===== config.mk =====
export PLATFORM = sky130hd
export DESIGN_NAME = chess_sound_seq
export DESIGN_NICKNAME = d
export VERILOG_FILES = /design/src/rtl/chess_sound_pkg.sv /design/src/rtl/chess_sound_seq_tone_divider.sv /design/src/rtl/chess_sound_seq.sv
export SDC_FILE = /design/constraint.sdc
export NUM_CORES = 1
export LEC_CHECK = 0
export CORE_MARGIN = 2
export CORE_UTILIZATION = 35
export DETAILED_ROUTE_END_ITERATION = 12
export PLACE_DENSITY = 0.55
export SLEW_MARGIN = 20
export SYNTH_ARGS = -nofsm -noshare
export SYNTH_HDL_FRONTEND = slang
export SYNTH_SLANG_ARGS = --single-unit

===== constraint.sdc =====
create_clock -name clk -period 5.3 [get_ports clk]
set_input_delay 1.325 -clock clk [delete_from_list [all_inputs] [get_ports clk]]
set_output_delay 1.325 -clock clk [all_outputs]
set_load 0.05 [all_outputs]

===== src/rtl/chess_sound_pkg.sv =====
// Shared constants, melody ROM and pitch helpers for the chess sound sequencer.
// Melodies are packed as {length, note3, note2, note1, note0}; note0 plays first.
package chess_sound_pkg;

    localparam logic [2:0] SND_NONE    = 3'd0;
    localparam logic [2:0] SND_MOVE    = 3'd1;
    localparam logic [2:0] SND_CAPTURE = 3'd2;
    localparam logic [2:0] SND_CHECK   = 3'd3;
    localparam logic [2:0] SND_ILLEGAL = 3'd4;
    localparam logic [2:0] SND_PROMOTE = 3'd5;
    localparam logic [2:0] SND_WIN     = 3'd6;
    localparam logic [2:0] SND_LOSE    = 3'd7;

    localparam logic [2:0] P_A3 = 3'd0;
    localparam logic [2:0] P_C4 = 3'd1;
    localparam logic [2:0] P_E4 = 3'd2;
    localparam logic [2:0] P_G4 = 3'd3;
    localparam logic [2:0] P_C5 = 3'd4;
    localparam logic [2:0] P_E5 = 3'd5;
    localparam logic [2:0] P_G5 = 3'd6;
    localparam logic [2:0] P_A5 = 3'd7;

    localparam int unsigned PITCH_HZ [8] = '{220, 262, 330, 392, 523, 659, 784, 880};

    typedef struct packed {
        logic [2:0]       len;
        logic [3:0][2:0]  notes;
    } melody_t;

    typedef enum logic [1:0] {ST_IDLE, ST_TONE, ST_GAP} state_e;

    function automatic melody_t melody_rom(input logic [2:0] code);
        melody_t m;
        m.len   = 3'd0;
        m.notes = '0;
        case (code)
            SND_MOVE:    begin m.len = 3'd1; m.notes = {P_A3, P_A3, P_A3, P_C5}; end
            SND_CAPTURE: begin m.len = 3'd2; m.notes = {P_A3, P_A3, P_C5, P_E5}; end
            SND_CHECK:   begin m.len = 3'd2; m.notes = {P_A3, P_A3, P_A5, P_A5}; end
            SND_ILLEGAL: begin m.len = 3'd1; m.notes = {P_A3, P_A3, P_A3, P_A3}; end
            SND_PROMOTE: begin m.len = 3'd4; m.notes = {P_A5, P_G5, P_E5, P_C5}; end
            SND_WIN:     begin m.len = 3'd4; m.notes = {P_C5, P_G4, P_E4, P_C4}; end
            SND_LOSE:    begin m.len = 3'd4; m.notes = {P_A3, P_C4, P_E4, P_G4}; end
            default:     ;
        endcase
        return m;
    endfunction

    function automatic logic [17:0] half_cycles(input int unsigned clk_hz, input logic [2:0] pitch);
        return 18'(clk_hz / (2 * PITCH_HZ[pitch]));
    endfunction

endpackage


===== src/rtl/chess_sound_seq_tone_divider.sv =====
// Square-wave generator: wave toggles every `half` enabled cycles, restarts high on load.
module tone_divider (
    input  logic        clk,
    input  logic        rstn,
    input  logic        load,
    input  logic        en,
    input  logic [17:0] half,
    output logic        wave
);

    logic [17:0] cnt_q, cnt_d;
    logic        wave_q, wave_d;

    always_comb begin
        cnt_d  = cnt_q;
        wave_d = wave_q;
        if (load) begin
            cnt_d  = 18'd0;
            wave_d = 1'b1;
        end else if (!en) begin
            cnt_d  = 18'd0;
            wave_d = 1'b0;
        end else if (cnt_q == half - 18'd1) begin
            cnt_d  = 18'd0;
            wave_d = ~wave_q;
        end else begin
            cnt_d  = cnt_q + 18'd1;
        end
    end

    always_ff @(posedge clk or negedge rstn) begin
        if (!rstn) begin
            cnt_q  <= 18'd0;
            wave_q <= 1'b0;
        end else begin
            cnt_q  <= cnt_d;
            wave_q <= wave_d;
        end
    end

    assign wave = wave_q;

endmodule


===== src/rtl/chess_sound_seq.sv =====
// Plays a short square-wave melody on pwm for each non-zero sound_code strobe.
module chess_sound_seq
    import chess_sound_pkg::*;
#(
    parameter int unsigned CLK_HZ  = 100_000_000,
    parameter int unsigned NOTE_MS = 120,
    parameter int unsigned GAP_MS  = 20
) (
    input  logic       clk,
    input  logic       rstn,
    input  logic [2:0] sound_code,
    input  logic       play_sound,
    output logic       pwm,
    output logic       busy
);

    localparam logic [23:0] NOTE_LAST = 24'(CLK_HZ / 1000 * NOTE_MS - 1);
    localparam logic [23:0] GAP_LAST  = 24'(CLK_HZ / 1000 * GAP_MS - 1);

    state_e      state_q, state_d;
    logic [2:0]  code_q, code_d;
    logic [1:0]  idx_q, idx_d;
    logic [23:0] dur_q, dur_d;
    logic        busy_q, busy_d;
    logic        load;
    logic        en;
    logic        strobe;
    logic [2:0]  next_idx;
    melody_t     mel;
    logic [17:0] half_sel;
    logic [17:0] half_tab [8];

    // Half-periods are folded to constants at elaboration; no runtime divider.
    genvar gi;
    generate
        for (gi = 0; gi < 8; gi++) begin : g_half
            assign half_tab[gi] = half_cycles(CLK_HZ, 3'(gi));
        end
    endgenerate

    assign mel      = melody_rom(code_q);
    assign half_sel = half_tab[mel.notes[idx_q]];
    assign strobe   = play_sound && (sound_code != SND_NONE);
    assign next_idx = {1'b0, idx_q} + 3'd1;

    always_comb begin
        state_d = state_q;
        code_d  = code_q;
        idx_d   = idx_q;
        dur_d   = dur_q;
        load    = 1'b0;
        case (state_q)
            ST_TONE: begin
                if (dur_q == NOTE_LAST) begin
                    state_d = ST_GAP;
                    dur_d   = 24'd0;
                end else begin
                    dur_d   = dur_q + 24'd1;
                end
            end
            ST_GAP: begin
                if (dur_q == GAP_LAST) begin
                    dur_d = 24'd0;
                    if (next_idx < mel.len) begin
                        state_d = ST_TONE;
                        idx_d   = next_idx[1:0];
                        load    = 1'b1;
                    end else begin
                        state_d = ST_IDLE;
                        idx_d   = 2'd0;
                    end
                end else begin
                    dur_d = dur_q + 24'd1;
                end
            end
            default: ;
        endcase
        // A new event always wins, including over a note boundary in the same cycle.
        if (strobe) begin
            state_d = ST_TONE;
            code_d  = sound_code;
            idx_d   = 2'd0;
            dur_d   = 24'd0;
            load    = 1'b1;
        end
        en     = (state_d == ST_TONE);
        busy_d = (state_d != ST_IDLE);
    end

    always_ff @(posedge clk or negedge rstn) begin
        if (!rstn) begin
            state_q <= ST_IDLE;
            code_q  <= 3'd0;
            idx_q   <= 2'd0;
            dur_q   <= 24'd0;
            busy_q  <= 1'b0;
        end else begin
            state_q <= state_d;
            code_q  <= code_d;
            idx_q   <= idx_d;
            dur_q   <= dur_d;
            busy_q  <= busy_d;
        end
    end

    tone_divider u_tone (
        .clk  (clk),
        .rstn (rstn),
        .load (load),
        .en   (en),
        .half (half_sel),
        .wave (pwm)
    );

    assign busy = busy_q;

endmodule


==> out/metrics.cfg <==
[timing]
max_clock_freq_ghz=0.203
slew_viol_final=0
min_period_ns=4.94
rsz0062_at_grt=no
fin_ws_ns=0.362
skew_ns=0.00712
holdWs_ns=0.512
setup_violations=0
finalCritPeriodShare_pct=93.2
slew-limit-headroom_pct=43.7
tightest_slew_ns=0.837
hold_viol_final=0
tns_ns=0

[power]
peakVddDrop_mv=0.144
clock_power_share_pct=34.1
leakage_nw=1.83
comb_power_share_pct=27.7
swShare_pct=31.9
powerDensity_nw_per_um2=242
power_switching_w=0.000345
p_int_w=0.000737
p_seq_share_pct=38.1

[global_route]
grt_pass1_wl_mm=16.7
grt_pass1_vias=3323
gr-usage-all-layers_pct=15.8
grt_max_degree=52
antenna_found_initial=0
grt.overflow.total=0

[synthesis]
synth_cell_types=82
yosysMostFrequentCell=nand2_1
synth_top_area_cell=dfrtp_1
syn_avg_cell_area_sq_um=8.62
syn-cell-area_sq_um=4130
yosysSeqAreaShare_pct=30.9
syn-num-nets=500
synthCells=479
synth-async-reset-ratio_pct=100
synth-seq-cells=51
ys_warn_count=0
synth_edf_count=0
yosys-top-cells-count=nand2_1, dfrtp_1, nor2_1
yosys-top-cells-area=dfrtp_1, xor2_1, nand2_1
ys.flop_type=dfrtp_1
synth_top_area_share_pct=30.9

[detailed_routing]
drc_errors=0
drtPass1Iterations=4
ant_nets=0
wirelength_mm=9.61
vias_per_cell=5.52
drt_iter0_drc=285
vias=3435
wl_per_cell_microns=15.4

[worst_hold_path]
min_path_type=flip-flop to flip-flop

[clocking]
cts.path.max_buffers=2
post_cts_buffers=0
path_clk_slew_ns=0.07
cts_max_level=2
cts_tree=built
cts.sinks=51
cts_root_buf=clkbuf_16
cts_hold_buf=0
clkLatencyLatePin_ns=0.29
post_cts_resize_count=0
cts_made_buffers=5

[place]
preCtsSetupSlack_ns=0.424
hpwl_mm=7.03
gp_routability_congestion=0.885
io_buffer_count=7

[critical_path]
crit_slowest_cell=dfrtp_1
critPathCaptureType=flip-flop
crit_type=flip-flop to flip-flop
crit_family=simple AND/OR/NAND/NOR gates
cp-start-kind=flip-flop
worst-path-max-fanout=18
cp.required_ns=5.43
crit_chain=or3b_1 -> a311oi_1 -> a21oi_1 -> inv_1 -> ha_1 -> inv_1 -> a21oi_2 -> nor2_1 -> ha_1 -> xnor2_1 -> xnor2_1 -> a32o_1 -> a31oi_1 -> or4_1 -> or4_4 -> nor4_4 -> buf_12 -> nor4_1
cp_slowest_stage_delay_ns=0.68
cp.buffers_inverters=3
arrival_ns=5.06

[die]
fp-row-count=39
core_sq_um=11500
start_util_pct=36.0
die_x_microns=113
fp.dieH_microns=113
fp.dieArea_sq_um=12700
io_pins=8

[cells_and_area]
layout-drive-gt1-share_pct=11.1
syn_to_final_growth_pct=8.09
antenna_cells=0
num-nets-final=499

[run]
maxCapViolCount=0

[status]
outcome=completed

cell type report:
type,instances,area (sq um)
Fill cell,1163,7000
Multi-Input combinational cell,392,2660
Sequential cell,51,1280
Tap cell,143,179
Clock buffer,5,125
Timing Repair Buffer,13,123
Inverter,15,56.3
Clock inverter,3,47.5
power groups by stage:
stage	clock network, W	logic, W	registers (W)
2_1_floorplan	0	0.000238	0.000414
4_1_cts	0.000380	0.000298	0.000412
5_1_grt	0.000397	0.000334	0.000415
3_3_place_gp	0	0.000294	0.000420
3_5_place_dp	0	0.000297	0.000420
6_report	0.000369	0.000300	0.000413
through the flow:
step	area [sq um]	utilization, %	power [W]	cells
2_1_floorplan	4130	-	0.000651	479
5_1_grt	4460	38.9	0.00115	622
3_5_place_dp	4290	37.4	0.000717	614
3_3_place_gp	4290	37.4	0.000714	614
6_report	4460	38.9	0.00108	622
4_1_cts	4460	38.9	0.00109	622
state kept, by name, summed over array words and instances, names as in the netlist:
| name | cells |
|---|---|
| u_tone.cnt_q | 18 |
| state_q | 2 |
| busy | 1 |
| code_q | 3 |
| dur_q | 24 |
| u_tone.wave | 1 |
| idx_q | 2 |
cell families (layout without fill, tap and decap cells):
group	after synthesis	count (layout)	share of synthesized area [%]
buffers and inverters	36	36	4.76
flip-flops	51	51	30.9
XOR/XNOR	52	52	11.0
AND/OR/NAND/NOR	222	222	30.8
adder cells (fa/ha/maj)	15	15	4.55
multiplexers	4	4	1.03
AO/OA/AOI/OAI	99	99	16.9
worst paths after layout:
kind	startpoint	to	slack [ns]	cells past startpoint
worst max-delay path	code_q[1]$_DFFE_PN0P_	u_tone.cnt_q[7]$_DFF_PN0_	0.36	18
worst min-delay path	dur_q[1]$_DFFE_PN0P_	dur_q[1]$_DFFE_PN0P_	0.51	2
worst max register to register	code_q[1]$_DFFE_PN0P_	u_tone.cnt_q[7]$_DFF_PN0_	0.36	18
worst min register to register	dur_q[1]$_DFFE_PN0P_	dur_q[1]$_DFFE_PN0P_	0.51	2
max in group asynchronous	rstn	u_tone.cnt_q[5]$_DFF_PN0_	3.72	2
min in group asynchronous	rstn	dur_q[13]$_DFFE_PN0P_	1.14	2
layout by cell type, fill, tap and decap left out, drive strengths merged, types with 3 or more instances in the layout:
master	instances
nor2	51
nor3	10
nor3b	3
o21ai	33
buf	7
xor2	28
o22ai	3
a22o	3
inv	16
and2	4
nor2b	8
nor4	21
xnor2	24
a31oi	4
a21oi	12
o21bai	3
nand3	24
o31ai	3
clkbuf	5
a21o	3
ha	15
nor4b	3
clkdlybuf4s50	6
o2111ai	6
nand4	3
o211ai	4
dfrtp	51
and3	12
or3	4
nand2	58
nand2b	3
metal layers:
layer	share of wire (%)	GRT usage, %	vias up
met5	0	0	-
met4	1.8	4.55	0
met3	2.5	2.00	12
met2	46	24.2	45
met1	50	23.5	1649
li1	-	-	1729
worst min-delay path, delay by kind of cell (launching register included):
| family | cells | cell delay, ns |
|---|---|---|
| flops | 1 | 0.36 |
| compound gates | 1 | 0.06 |
| simple gates | 1 | 0.05 |
No activity file was read; power rests on OpenSTA's default activity.
